===== config.mk =====
export PLATFORM = sky130hd
export DESIGN_NAME = s4ga_stream
export DESIGN_NICKNAME = d
export VERILOG_FILES = /design/src/rtl/s4ga_stream.sv
export SDC_FILE = /design/constraint.sdc
export NUM_CORES = 1
export LEC_CHECK = 0
export CAP_MARGIN = 10
export CELL_PAD_IN_SITES_DETAIL_PLACEMENT = 2
export CELL_PAD_IN_SITES_GLOBAL_PLACEMENT = 2
export CORE_MARGIN = 2
export CORE_UTILIZATION = 38
export DETAILED_ROUTE_END_ITERATION = 10
export PLACE_DENSITY = 0.88
export SLEW_MARGIN = 10
export SYNTH_ARGS = -nofsm -noshare
export SYNTH_HDL_FRONTEND = slang
export SYNTH_SLANG_ARGS = --single-unit

===== constraint.sdc =====
create_clock -name clk -period 2.7 [get_ports clk]
set_clock_uncertainty 0.15 [all_clocks]
set_input_delay 0.54 -clock clk [delete_from_list [all_inputs] [get_ports clk]]
set_output_delay 0.54 -clock clk [all_outputs]
set_load 0.1 [all_outputs]

===== src/rtl/s4ga_stream.sv =====
// s4ga_stream: serially configured K-LUT overlay with a stallable config stream.
// Each accepted beat shifts the N-bit history; a mask-final beat evaluates one LUT
// into it, and the last LUT of a frame also updates pins_out.
module s4ga_stream #(
  parameter int unsigned N    = 71,
  parameter int unsigned K    = 5,
  parameter int unsigned I    = 4,
  parameter int unsigned O    = 8,
  parameter int unsigned SI_W = 4,
  parameter int unsigned FC_W = 16
) (
  input  logic            clk,
  input  logic            rst,
  input  logic [SI_W-1:0] si,
  input  logic            si_valid,
  input  logic [I-1:0]    pins_in,
  output logic [O-1:0]    pins_out,
  output logic            out_valid,
  output logic [FC_W-1:0] frames,
  output logic            debug
);

  localparam int unsigned N_W       = $clog2(N);
  localparam int unsigned SEL_W     = 1 << N_W;
  localparam int unsigned M         = 1 << K;
  localparam int unsigned IDX_SEGS  = (N_W + SI_W - 1) / SI_W;
  localparam int unsigned MASK_SEGS = (M + SI_W - 1) / SI_W;
  localparam int unsigned LL        = K * IDX_SEGS + MASK_SEGS;
  localparam int unsigned MAX_SEGS  = (IDX_SEGS > MASK_SEGS) ? IDX_SEGS : MASK_SEGS;
  localparam int unsigned IDX_W     = IDX_SEGS * SI_W;
  localparam int unsigned ACC_W     = ((MAX_SEGS > 1) ? (MAX_SEGS - 1) : 1) * SI_W;
  localparam int unsigned CUR_W     = ACC_W + SI_W;
  localparam int unsigned K_CW      = $clog2(K + 1);
  localparam int unsigned SEG_W     = $clog2(MAX_SEGS + 1);

  logic [N_W-1:0]   n;
  logic [K_CW-1:0]  k;
  logic [SEG_W-1:0] seg;
  logic [ACC_W-1:0] acc;
  logic [K-1:0]     ins;
  logic             q;
  logic [N-1:0]     hist;
  logic [I-1:0]     smp;

  logic [CUR_W-1:0] cur;
  logic [IDX_W-1:0] idx;
  logic [M-1:0]     lut_mask;
  logic             idx_phase;
  logic             last_seg;
  logic             frame_start;
  logic             mask_final;
  logic             frame_end;
  logic [I-1:0]     smp_eff;
  logic [SEL_W-1:0] sel_vec;
  logic             in_bit;
  logic             lut;
  logic             half;
  logic             b;
  logic [O-1:0]     tap;

  // Beat classification and field assembly (current segment appended LS)
  always_comb begin
    cur         = {acc, si};
    idx         = cur[IDX_W-1:0];
    lut_mask    = cur[M-1:0];
    idx_phase   = (k != K_CW'(K));
    last_seg    = idx_phase ? (seg == SEG_W'(IDX_SEGS - 1)) : (seg == SEG_W'(MASK_SEGS - 1));
    frame_start = (n == '0) && (k == '0) && (seg == '0);
    mask_final  = !idx_phase && last_seg;
    frame_end   = mask_final && (n == N_W'(N - 1));
  end

  // Index decode; the frame's first beat sees pins_in before it lands in smp
  always_comb begin
    smp_eff          = frame_start ? pins_in : smp;
    sel_vec          = '0;
    sel_vec[N-1:0]   = hist;
    sel_vec[N+I-1:N] = smp_eff;
    sel_vec[SEL_W-3] = q;
    sel_vec[SEL_W-2] = 1'b0;
    sel_vec[SEL_W-1] = 1'b1;
    in_bit           = ((idx >> N_W) == '0) ? sel_vec[idx[N_W-1:0]] : 1'b0;
  end

  // LUT evaluation, half-LUT for q, and the bit shifted into the history
  always_comb begin
    lut  = lut_mask[ins];
    half = lut_mask[{1'b0, ins[K-2:0]}];
    b    = mask_final ? lut : hist[N-1];
  end

  // pins_out[j] is LUT N-1-j; it entered hist LL*j beats ago and has rotated since
  assign tap[0] = lut;
  for (genvar j = 1; j < O; j++) begin : g_tap
    assign tap[j] = hist[(LL * j - 1) % N];
  end

  // Sequencer and state; everything but out_valid holds on idle cycles
  always_ff @(posedge clk) begin
    if (rst) begin
      n         <= '0;
      k         <= '0;
      seg       <= '0;
      acc       <= '0;
      ins       <= '0;
      q         <= 1'b0;
      hist      <= '0;
      smp       <= '0;
      pins_out  <= '0;
      out_valid <= 1'b0;
      frames    <= '0;
      debug     <= 1'b0;
    end else begin
      out_valid <= 1'b0;
      if (si_valid) begin
        acc   <= cur[ACC_W-1:0];
        hist  <= {hist[N-2:0], b};
        debug <= (idx_phase && last_seg) ? in_bit : b;
        if (frame_start) smp <= pins_in;
        if (last_seg) seg <= '0;
        else          seg <= seg + 1'b1;
        if (idx_phase && last_seg) begin
          ins <= {ins[K-2:0], in_bit};
          k   <= k + 1'b1;
        end
        if (mask_final) begin
          q <= half;
          k <= '0;
          n <= (n == N_W'(N - 1)) ? '0 : n + 1'b1;
        end
        if (frame_end) begin
          pins_out  <= tap;
          out_valid <= 1'b1;
          frames    <= frames + 1'b1;
        end
      end
    end
  end

endmodule


==> results.rst <==
.. list-table::
   :header-rows: 1

   * - Metric
     - Value
   * - CTS tree
     - done
   * - Unrepaired setup endpoints after global routing
     - no
   * - First-pass GRT wire length
     - approximately 35 mm
   * - Mapped Area
     - 6680 um2
   * - Std cell rows
     - 48
   * - Arr. time, crit path
     - 2830 ps
   * - Worst hold path stage count
     - 3
   * - Layer with the highest usage after global routing
     - met2
   * - Most common cell in the synthesized netlist
     - sky130_fd_sc_hd__dfxtp_1
   * - Endpoints failing hold
     - 0
   * - Clk network pwr share
     - 0.472
   * - Setup violations, final
     - 0
   * - Diodes inserted
     - 0
   * - # H-tree levels
     - 4
   * - Sequential fraction of the synthesis area
     - 0.447
   * - Number of routed nets with antenna violations
     - 0
   * - Startpoint of the tightest hold check path
     - si_valid
   * - Required time at the worst-slack endpoint
     - 2900 ps
   * - Synth async-reset ratio
     - 0
   * - Largest fanout of any net on the critical path
     - 13
   * - Met2 track demand over resource
     - 0.449
   * - Hold_buf cts
     - 0
   * - Area post-placement
     - 7230 um2
   * - Switching power total
     - 1.18 mW
   * - CP top delay family
     - buffers and inverters
   * - Die Area
     - roughly 19000 um2
   * - Slack of the worst reg-to-reg path
     - 150 ps
   * - Path depth of the worst reg2reg path
     - 9
   * - End of the worst register-to-register path
     - debug
   * - Count of flip-flops with a built-in enable after synthesis
     - 0
   * - Die extent in x
     - 137 um
   * - Clock buffer depth
     - 2
   * - Starting Density
     - 0.387
   * - Average cell area after synthesis
     - about 9.7 um2
   * - Post-Layout Inst Area
     - between 7000 and 8000 um2
   * - Total DRC errors in the routed layout
     - 0
   * - Input/output buffers
     - 36
   * - # IOs
     - 37
   * - Maximum cell stage delay along the critical path
     - between 500 and 600 ps
   * - Endpoint with the worst hold slack
     - seg[1]
   * - Total negative slack
     - 0 ps
   * - Run status
     - complete, no violations
   * - Main area contributors after synthesis
     - sky130_fd_sc_hd__dfxtp_1 (45%), sky130_fd_sc_hd__mux2i_1 (19%), sky130_fd_sc_hd__nor2_1 (7.1%)
   * - Cell-internal power
     - between 3 and 4 mW
   * - Length of the first detailed-routing pass in iterations
     - 4
   * - Number of clock sinks seen by CTS
     - 149
   * - Slowest stage cell on the critical path
     - sky130_fd_sc_hd__clkdlybuf4s50_1
   * - Worst path buffer plus inverter count
     - 3
   * - Post-synth cell types
     - between 40 and 50
   * - Share of the cycle needed by the critical path after routing
     - 0.975
   * - Synth warnings
     - 0
   * - Worst slew margin relative to its limit
     - 0.490
   * - Total gr overflow
     - 0
   * - Max Cap Viol
     - 0
   * - Global-route track usage on met1
     - 0.276
   * - Detailed router's first-iteration violation count
     - 271
   * - Pin count of the biggest net entering global routing
     - 107
   * - Maximum resistive drop on vdd
     - 0.458 mV
   * - Clk_lat worst skew
     - 430 ps
   * - Global-route usage over all layers
     - 0.249
   * - Yosys top cell by area
     - sky130_fd_sc_hd__dfxtp_1
   * - Total vias in the final route
     - between 5000 and 6000
   * - Routed wire length
     - 22.1 mm
   * - Slew Limit Fails
     - 0
   * - Final critical path time including I/O delays and setup
     - 2630 ps
   * - Synth Net Count
     - 709
   * - Net switching fraction of the power
     - 0.239
   * - Share of the synthesized area in the top cell type
     - 0.447
   * - Crit path kind
     - in2reg
   * - Total CTS buffers
     - 17
   * - Gpl congestion
     - 0.842
   * - Final core utilization
     - 0.455
   * - DP Wirelength
     - 13.2 mm
   * - Number of antenna violations at the first check in global routing
     - 0
   * - Worst reg2reg path startpoint
     - seg[0]
   * - Commonest cells in the netlist
     - sky130_fd_sc_hd__dfxtp_1 (149), sky130_fd_sc_hd__mux2i_1 (126), sky130_fd_sc_hd__nor2_1 (126)
   * - Ratio of cells with drive above 1 in the final layout
     - 0.154
   * - Worst slew pin tran
     - ~770 ps
   * - Per-cell via count in the routed design
     - ~5.6
   * - Category of the worst setup path launch point
     - primary input
   * - Count of state elements after synthesis
     - between 100 and 150
   * - Root Driver
     - sky130_fd_sc_hd__clkbuf_16
   * - Pwr dens
     - approximately 630 nW/um2
   * - Clock input transition at the sequential cells of the worst setup and hold paths
     - 60 ps
   * - Most used DFF post-synth
     - sky130_fd_sc_hd__dfxtp_1
   * - Leakage power figure
     - 3.14 nW
   * - Routed wire length per instance
     - 23.2 um
   * - Max Clk Rate
     - 0.380 GHz
   * - Total core area
     - 17200 um2
   * - P&R area growth vs syn
     - 17.5%
   * - Height of the chip
     - 137 um
   * - Met3 routing resource usage after global routing
     - 0.0619
   * - Final layout net count
     - 737
   * - Worst setup EP type
     - flip-flop
   * - CP Cell Sequence
     - clkdlybuf4s50_1 -> buf_12 -> buf_4 -> nand2_1 -> o31a_1 -> or3_1 -> a31oi_1 -> o2111ai_2 -> o21ai_0
   * - Cell count after synthesis
     - 689
   * - Proportion of power drawn by flip-flops and latches
     - 0.455
   * - Type of the most critical hold path
     - in2reg
   * - Number of global-route vias before repair
     - around 6000
   * - Combinational cell fraction of total power
     - 0.073
routing by layer:
layer,vias up,routed length [um]
li1,2439,-
met4,0,674
met2,110,11900
met3,52,819
met1,2741,8710
met5,-,0
cell families (layout without fill, tap and decap cells):
kind of cell | after synthesis | count (layout) | share of synthesized area
simple gates | 252 | 252 | 0.173
fa+ha+maj | 9 | 9 | 0.0169
xor+xnor | 21 | 21 | 0.0275
mux | 147 | 147 | 0.253
flops | 149 | 149 | 0.447
compound gates | 57 | 57 | 0.0500
buf+inv | 54 | 93 | 0.0326
worst reg2reg max path, stage by stage, from the launching register on:
cell	delay, ps
sky130_fd_sc_hd__dfxtp_1	460
sky130_fd_sc_hd__inv_1	80
sky130_fd_sc_hd__ha_1	240
sky130_fd_sc_hd__nand4b_1	290
sky130_fd_sc_hd__nor3_4	120
sky130_fd_sc_hd__buf_4	150
sky130_fd_sc_hd__or4bb_1	490
sky130_fd_sc_hd__a31oi_1	210
sky130_fd_sc_hd__o2111ai_2	170
sky130_fd_sc_hd__o21ai_0	130
cells in the final DEF, fill, tap and decap left out, types with 4 or more instances in the layout:
cell type | synthesis | routed
sky130_fd_sc_hd__a21oi_1 | 27 | 27
sky130_fd_sc_hd__a22oi_1 | 4 | 4
sky130_fd_sc_hd__and3_1 | 4 | 4
sky130_fd_sc_hd__buf_12 | 0 | 4
sky130_fd_sc_hd__buf_4 | 1 | 42
sky130_fd_sc_hd__clkbuf_16 | 0 | 17
sky130_fd_sc_hd__clkdlybuf4s50_1 | 0 | 7
sky130_fd_sc_hd__clkinvlp_4 | 0 | 4
sky130_fd_sc_hd__dfxtp_1 | 149 | 149
sky130_fd_sc_hd__ha_1 | 9 | 9
sky130_fd_sc_hd__inv_1 | 8 | 8
sky130_fd_sc_hd__mux2_2 | 4 | 4
sky130_fd_sc_hd__mux2i_1 | 126 | 126
sky130_fd_sc_hd__mux4_2 | 17 | 17
sky130_fd_sc_hd__nand2_1 | 57 | 57
sky130_fd_sc_hd__nand3_1 | 17 | 16
sky130_fd_sc_hd__nand3b_1 | 4 | 4
sky130_fd_sc_hd__nand4_1 | 5 | 5
sky130_fd_sc_hd__nor2_1 | 126 | 125
sky130_fd_sc_hd__nor3_1 | 10 | 9
sky130_fd_sc_hd__o21ai_0 | 12 | 12
sky130_fd_sc_hd__or3_1 | 4 | 4
sky130_fd_sc_hd__xnor2_1 | 8 | 8
sky130_fd_sc_hd__xor2_1 | 13 | 13
timing repair:
item                       in CTS  in global routing
buffers inserted                0                  3
pin swaps                       0                  1
resized for setup               1                  5
cloned                          0                  0
setup endpoints to repair       1                  4
layout make-up:
| type | count | area, um2 |
|---|---|---|
| clock buffer | 21 | 460 |
| clock inverter | 9 | 105 |
| multi-input combinational | 486 | 3500 |
| inverter | 8 | 30.0 |
| fill | 1777 | 9390 |
| sequential | 149 | 2980 |
| tap | 225 | 282 |
| timing repair buffer | 55 | 482 |
metrics by stage:
| stage | worst slack (ps) | cells | power, mW | hold slack (ps) |
|---|---|---|---|---|
| detailed placement | -162 | 920 | 2.62 | 298 |
| CTS | 39.4 | 950 | 4.96 | 265 |
| global route | 6.66 | 953 | 5.10 | 335 |
| global placement | -92.0 | 920 | 2.59 | 293 |
| finish | 68.8 | 953 | 4.93 | 300 |
| floorplan | 59.0 | 689 | 2.51 | 277 |
registers in the layout, indices dropped and copies added (netlist names):
signal	cells
hist	71
acc	28
smp	4
out_valid	1
pins_out	8
k	3
debug	1
frames	16
seg	4
n	7
q	1
ins	5
worst max-delay path by stage:
| stage | from | to | slack (ps) | cells past startpoint |
|---|---|---|---|---|
| 2_1_floorplan | frames[4] | frames[15] | 60 | 6 |
| 3_3_place_gp | si[0] | debug | -90 | 8 |
| 3_5_place_dp | si[0] | hist[0] | -160 | 9 |
| 4_1_cts | si[0] | debug | 40 | 9 |
| 5_1_grt | si[0] | debug | 7 | 9 |
| 6_report | si[0] | debug | 70 | 9 |
power by group through the flow:
stage	Clock, mW	Combinational [mW]	Sequential [mW]
after CTS	2.37	0.342	2.24
after detailed placement	0	0.326	2.29
final	2.33	0.360	2.25
after global routing	2.47	0.386	2.25
after floorplan	0	0.227	2.29
after global placement	0	0.304	2.29
No activity file was read; power rests on OpenSTA's default activity.
